[config.mk]
export PLATFORM = sky130hd
export DESIGN_NAME = uart_inst_loader
export DESIGN_NICKNAME = d
export VERILOG_FILES = /design/src/rtl/uart_inst_loader.sv
export SDC_FILE = /design/constraint.sdc
export NUM_CORES = 1
export LEC_CHECK = 0
export BUFFER_PORTS_ARGS = -buffer_cell sky130_fd_sc_hd__buf_2
export CORE_MARGIN = 1.5
export CORE_UTILIZATION = 30
export DETAILED_ROUTE_END_ITERATION = 16
export GPL_TIMING_DRIVEN = 0
export PLACE_DENSITY = 0.55
export SLEW_MARGIN = 10
export SYNTH_ARGS = -nofsm -noshare
export SYNTH_HDL_FRONTEND = slang
export SYNTH_SLANG_ARGS = --single-unit
[constraint.sdc]
create_clock -name clk -period 3.1 [get_ports clk]
set_input_delay 0.62 -clock clk [delete_from_list [all_inputs] [get_ports clk]]
set_output_delay 0.62 -clock clk [all_outputs]
set_load 0.02 [all_outputs]
[src/rtl/uart_inst_loader.sv]
// uart_inst_loader
//   Receives RV32 instruction words from a host over an 8N1 UART line and
//   presents them to the cpu through a one-word valid/ready holding register.
//   Bytes arrive little-endian: the first byte of each group of four is the
//   instruction LSB.
//
// Ports
//   clk          in   1   system clock, rising edge
//   rst          in   1   asynchronous active-high reset
//   uart_rx      in   1   serial line from host, idles high, asynchronous
//   inst_out     out  32  held instruction word
//   inst_valid   out  1   holding register contains an unconsumed word
//   inst_ready   in   1   cpu takes inst_out this cycle when inst_valid=1
//   overrun      out  1   pulse: completed word dropped, holding register full
//   framing_err  out  1   pulse: stop bit sampled low
//
// RX state   | meaning
// -----------+--------------------------------------------------------
// S_IDLE     | line idle, waiting for a low level
// S_START    | timing to mid start bit to confirm it is not a glitch
// S_DATA     | sampling 8 data bits, LSB first, one per bit period
// S_STOP     | timing to mid stop bit; byte accepted or framing error

module uart_inst_loader #(
    parameter int unsigned CLKS_PER_BIT = 104
) (
    input  logic        clk,
    input  logic        rst,
    input  logic        uart_rx,
    output logic [31:0] inst_out,
    output logic        inst_valid,
    input  logic        inst_ready,
    output logic        overrun,
    output logic        framing_err
);

    localparam int unsigned CW = $clog2(CLKS_PER_BIT);
    localparam logic [CW-1:0] CNT_LAST = CW'(CLKS_PER_BIT - 1);
    localparam logic [CW-1:0] CNT_HALF = CW'(CLKS_PER_BIT / 2);

    typedef enum logic [1:0] {
        S_IDLE,
        S_START,
        S_DATA,
        S_STOP
    } state_t;

    state_t        r_state;
    logic          r_rx_meta;
    logic          r_rx_s;
    logic [CW-1:0] r_cnt;
    logic [2:0]    r_bit_idx;
    logic [7:0]    r_shift;
    logic [1:0]    r_byte_idx;
    logic [23:0]   r_word_lo;
    logic          r_framing_err;
    logic [31:0]   r_inst_out;
    logic          r_inst_valid;
    logic          r_overrun;

    logic          w_stop_tick;
    logic          w_offer;
    logic [31:0]   w_word;

    // Synchronizer resets to the idle (high) line level so release from
    // reset never looks like a start bit.
    always_ff @(posedge clk or posedge rst) begin
        if (rst) begin
            r_rx_meta <= 1'b1;
            r_rx_s    <= 1'b1;
        end else begin
            r_rx_meta <= uart_rx;
            r_rx_s    <= r_rx_meta;
        end
    end

    assign w_stop_tick = (r_state == S_STOP) && (r_cnt == CNT_LAST);
    // The fourth byte goes straight from the shifter into the holding
    // register, so only the lower three bytes need staging.
    assign w_offer     = w_stop_tick && r_rx_s && (r_byte_idx == 2'd3);
    assign w_word      = {r_shift, r_word_lo};

    always_ff @(posedge clk or posedge rst) begin
        if (rst) begin
            r_state       <= S_IDLE;
            r_cnt         <= '0;
            r_bit_idx     <= 3'd0;
            r_shift       <= 8'h00;
            r_byte_idx    <= 2'd0;
            r_word_lo     <= 24'h0;
            r_framing_err <= 1'b0;
        end else begin
            r_framing_err <= 1'b0;
            case (r_state)
                S_IDLE: begin
                    if (!r_rx_s) begin
                        r_state <= S_START;
                        r_cnt   <= '0;
                    end
                end
                S_START: begin
                    if (r_cnt == CNT_HALF) begin
                        if (!r_rx_s) begin
                            r_state   <= S_DATA;
                            r_cnt     <= '0;
                            r_bit_idx <= 3'd0;
                        end else begin
                            r_state <= S_IDLE;
                        end
                    end else begin
                        r_cnt <= r_cnt + CW'(1);
                    end
                end
                S_DATA: begin
                    if (r_cnt == CNT_LAST) begin
                        r_cnt     <= '0;
                        r_shift   <= {r_rx_s, r_shift[7:1]};
                        r_bit_idx <= r_bit_idx + 3'd1;
                        if (r_bit_idx == 3'd7) begin
                            r_state <= S_STOP;
                        end
                    end else begin
                        r_cnt <= r_cnt + CW'(1);
                    end
                end
                S_STOP: begin
                    // Leaving at mid stop bit lets a following start bit be
                    // caught even with no idle gap between frames.
                    if (r_cnt == CNT_LAST) begin
                        r_state <= S_IDLE;
                        if (r_rx_s) begin
                            case (r_byte_idx)
                                2'd0:    r_word_lo[7:0]   <= r_shift;
                                2'd1:    r_word_lo[15:8]  <= r_shift;
                                2'd2:    r_word_lo[23:16] <= r_shift;
                                default: ;
                            endcase
                            r_byte_idx <= r_byte_idx + 2'd1;
                        end else begin
                            // A bad frame means byte alignment is suspect;
                            // restart the word at byte 0.
                            r_framing_err <= 1'b1;
                            r_byte_idx    <= 2'd0;
                        end
                    end else begin
                        r_cnt <= r_cnt + CW'(1);
                    end
                end
                default: r_state <= S_IDLE;
            endcase
        end
    end

    always_ff @(posedge clk or posedge rst) begin
        if (rst) begin
            r_inst_out   <= 32'h0;
            r_inst_valid <= 1'b0;
            r_overrun    <= 1'b0;
        end else begin
            r_overrun <= 1'b0;
            if (w_offer) begin
                if (!r_inst_valid || inst_ready) begin
                    r_inst_out   <= w_word;
                    r_inst_valid <= 1'b1;
                end else begin
                    r_overrun <= 1'b1;
                end
            end else if (r_inst_valid && inst_ready) begin
                r_inst_valid <= 1'b0;
            end
        end
    end

    assign inst_out    = r_inst_out;
    assign inst_valid  = r_inst_valid;
    assign overrun     = r_overrun;
    assign framing_err = r_framing_err;

endmodule

[Yosys cells after proc, flatten, opt, wreduce, memory -nomap -nowiden]
Index checks and enable logic that the tools add are counted.
Cells by class
  add/subtract/negate cells: 3
  equal/unequal tests: 17
  mux-type cells: 25
  reductions and logical operators: 19
Operator list (number)
  $mux W7: 4
  $pmux W7 S4: 1
  $reduce_and A4 Y1: 4
  $mux W2: 7
  $ne A2 B2 Y1 const B: 6
  $mux W3: 3
  $eq A2 B2 Y1 const B: 4
  $mux W1: 8
  $pmux W2 S4: 1
  $reduce_and A2 Y1: 4
  $add A7 B1 Y7 const B: 1
  $eq A7 B6 Y1 const B: 1
  $eq A7 B7 Y1 const B: 1
  $pmux W3 S2: 1
  $reduce_and A5 Y1: 1
  $eq A2 B1 Y1 const B: 2
  $logic_and A1 B1 Y1: 4
  $logic_not A2 Y1: 2
  $ne A2 B1 Y1 const B: 2
  $reduce_bool A2 Y1: 2
  $add A3 B1 Y3 const B: 1
  $eq A3 B3 Y1 const B: 1
  $add A2 B1 Y2 const B: 1
  $logic_not A1 Y1: 1
  $logic_or A1 B1 Y1: 1
Word-level totals
  flip-flop bits (word level): 83
  input port bits: 4
  output and inout bits: 35
  logic and storage cells: 78

[Depth between registers and ports, before layout]
  depth after elaboration: 6
  depth in mapped cells: 7

[Worst setup path before layout]
Ideal clock, no wire load.
  path type: reg2reg
  from: register r_cnt[0]
  to: register r_inst_out[0], in the netlist inst_out[0]
  library setup time: 127 ps
  data arrival time: 1828 ps
  slack: 1144 ps
  cell stages (with the launch flop): 8
  path buffers: 2
  period minus slack after synthesis: 1956 ps
  path through: dfrtp_1 -> ha_1 -> nand4b_4 -> nor4_4 -> and3_1 -> buf_4 -> buf_6 -> mux2_1
On the way
  cells in the longest elaborated chain, start to end: 5
RTL lines
  start: declaration: line 51  | logic [CW-1:0] r_cnt;
  start signal: assignment: line 111  | r_cnt <= r_cnt + CW'(1);
  start signal: assignment: line 123  | r_cnt <= r_cnt + CW'(1);
  start signal: assignment: line 146  | r_cnt <= r_cnt + CW'(1);
  $eq A7 B7 Y1: line 77  | assign w_stop_tick = (r_state == S_STOP) && (r_cnt == CNT_LAST);
  $logic_and A1 B1 Y1: line 77
  $logic_and A1 B1 Y1 (2 in a row): line 80  | assign w_offer = w_stop_tick && r_rx_s && (r_byte_idx == 2'd3);
  $reduce_and A2 Y1 (no source line)
  end signal: assignment: line 163  | r_inst_out <= w_word;
  end: declaration: line 57  | logic [31:0] r_inst_out;
Every way passes these cells.
A chain may end at the register's enable or synchronous reset.

[Final worst setup path]
  from: register r_cnt[0]
  to: register r_inst_out[16], in the netlist inst_out[16]
Same word-level chain as after synthesis.

==> results by group <==
Worst setup path
  • Required @ worst endpoint: 3320 ps
  • Worst EP arrival: 2390 ps
  • CP Class: flop to flop
  • CP Max Fanout: 10
  • Worst setup SP type: flop
  • Worst setup EP type: flop

Route
  • # DRC: 0
  • Drt wl/cell: 13.9 um
  • Remaining antenna violation count: 0
  • DR pass1 iterations: 4
  • Total number of vias: 2083
  • Via density: 4.57
  • 1st-iter DRT viols: 77
  • DRT Wirelength: 6.35 mm

Cells and area
  • Nets: 323
  • Finished Cell Area: 4160 um^2
  • Non-Filler Instances: 456
  • Area Growth Syn to Fin: 20.8%
  • Layout cell share with drive strength beyond 1: 30.4%
  • Antenna cell count: 0
  • Finished Core Util: 37.7%

Yosys
  • Post-synthesis cell type count: 38
  • Share of Yosys cell area claimed by the top area cell type: 58.9%
  • Synth Flop Type: dfrtp_1
  • Number of enable flip-flop cells after synthesis: 0
  • Synth Instances: 261
  • Cell taking the most area after synthesis: dfrtp_1
  • Most frequent cell after synthesis: dfrtp_1
  • Commonest cells in the netlist: dfrtp_1 (81), nand2_1 (37), mux2_1 (30), mux2_2 (26), nor2_1 (13)
  • Syn_area_per_cell: 13.2 um^2
  • Cell Area, Synth: 3440 um^2
  • Yosys warning total: 0
  • Fraction of registers with async set/reset: 100%
  • Flops & latches, synth: 83
  • Net count after synthesis: 273
  • Seq/Total Area, Yosys: 60.4%
  • Top post-synthesis cells by area: dfrtp_1 (59%), mux2_1 (9.8%), mux2_2 (8.5%)

CTS
  • Reg clk slew, reported paths: 60 ps
  • Post-CTS setup buffer count: 0
  • Hold buffers post-CTS: 0
  • Post-cts resize count: 0
  • TritonCTS clock tree: yes
  • Htree depth: 3
  • Clock Sinks: 83
  • Worst skew pair latency: 340 ps
  • Max Root-Sink Buffers: 2
  • Root Driver: clkbuf_16
  • Number of buffers created by CTS: 9

Place
  • HPWL after detailed placement: 4.37 mm
  • Dpl ws: 912 ps
  • RePlAce Congestion: 0.733
  • Placed Instance Area: 3830 um^2
  • # port buffers: 38
  • Post-placement cell count: 440

STA
  • Final period utilization: 70.1%
  • Max-slew violation count: 0
  • Final WS setup: 928 ps
  • Slew HR: 38.5%
  • Layout Skew: 6.52 ps
  • Fmax: 460 MHz
  • Fin Setup TNS: 0 ps
  • Final setup fails: 0
  • RSZ-0062 raised after global routing: false
  • Slew @ Worst Pin: 920 ps
  • Final min period: 2170 ps
  • Final Hold Vio Count: 0
  • Hold_ws: 335 ps

GRT
  • GRT overflow: 0
  • First-pass GRT wire length: 10.8 mm
  • Vias in the first global route: 2149
  • Initial antenna violation count: 0
  • Largest net degree at the start of global routing: 43
  • GRT Util Overall: 12.0%

Power and ir drop
  • Cell Pwr Density: 547 nW/um^2
  • Leakage power: 2.23 nW
  • Worst VDD drop: 253 uV
  • Total Power: 2.27 mW

Floorplanning
  • I/O pin cnt: 39
  • Initial Util: 31.2%
  • Die height: 110 um
  • Width of the die: 110 um
  • Die area: 12100 um^2
  • Core area: 11000 um^2
  • Row count: 38

Hold path
  • Worst Hold Class: input pin to asynchronous set/reset pin

Run
  • Total of max-cap violations: 0

Run status
  • Outcome: finished, final reports clean
==> layout make-up <==
cell class | instances | area [um^2]
Clock inverter | 6 | 88.8
Multi-Input combinational cell | 159 | 1260
Buffer | 8 | 57.6
Tap cell | 140 | 175
Inverter | 11 | 43.8
Clock buffer | 10 | 239
Fill cell | 1089 | 6870
Sequential cell | 83 | 2080
Timing Repair Buffer | 39 | 210
==> worst max-delay path: stages (launching register included) <==
cell and delay [ps]:
dfrtp_1 360, ha_1 260, nand4b_4 190, nor4_4 360
and3_1 220, buf_4 150, buf_6 170, mux2_1 340
==> power breakdown <==
| part | leakage, nW | internal, mW | switching, mW |
|---|---|---|---|
| combinational | 0.933 | 0.00466 | 0.0226 |
| sequential | 1.14 | 1.09 | 0.00123 |
| clock | 0.155 | 0.727 | 0.431 |
==> state kept, by name, indices dropped and copies added, names as in the netlist, named ones only <==
register	cells
inst_out	32
r_word_lo	24
r_shift	8
r_cnt	7
r_bit_idx	3
r_byte_idx	2
framing_err	1
inst_valid	1
overrun	1
r_rx_meta	1
r_rx_s	1
r_state	1
==> logic make-up (layout without fill, tap and decap cells) <==
logic type | Yosys count | in the layout | synth area share (%)
xor gates and xnor gates | 2 | 2 | 0.509
and+or+nand+nor | 74 | 74 | 11.0
DFF | 83 | 83 | 60.4
adders and majority gates | 8 | 8 | 2.91
buffers and inverters | 19 | 74 | 2.87
muxes | 58 | 58 | 18.9
AOI/OAI and AO/OA | 17 | 17 | 3.35
==> cells in the final DEF, fill, tap and decap left out, types with 2 or more instances in the layout <==
cell / count
dfrtp_1: 81
buf_2: 39
nand2_1: 37
mux2_1: 30
mux2_2: 26
nor2_1: 13
inv_1: 10
clkbuf_16: 9
ha_1: 8
nand3_1: 6
o21ai_0: 5
o22ai_1: 4
clkbuf_1: 3
buf_6: 3
nor3_1: 3
nor2b_1: 2
o31a_1: 2
o211ai_1: 2
xnor2_1: 2
mux2i_1: 2
clkinvlp_4: 2
bufinv_16: 2
dfstp_2: 2
==> final timing paths <==
path	cells past startpoint	start	slack (ps)	end
worst max-delay path	7	r_cnt[0]	930	inst_out[16]
worst min-delay path	2	rst	330	inst_out[6]
worst max register to register	7	r_cnt[0]	930	inst_out[16]
worst min register to register	0	r_rx_meta	360	r_rx_s
max in group asynchronous	3	rst	2120	r_rx_meta
min in group clk	0	r_rx_meta	360	r_rx_s
==> metal layers <==
| layer | up-vias | part of all wire (%) | global-route usage (%) |
|---|---|---|---|
| li1 | 998 | - | - |
| met1 | 1039 | 46 | 14.7 |
| met2 | 34 | 48 | 19.1 |
| met3 | 12 | 5.2 | 4.76 |
| met4 | 0 | 1.5 | 4.67 |
| met5 | - | 0 | 0 |
(Power assumes the default switching activity.)
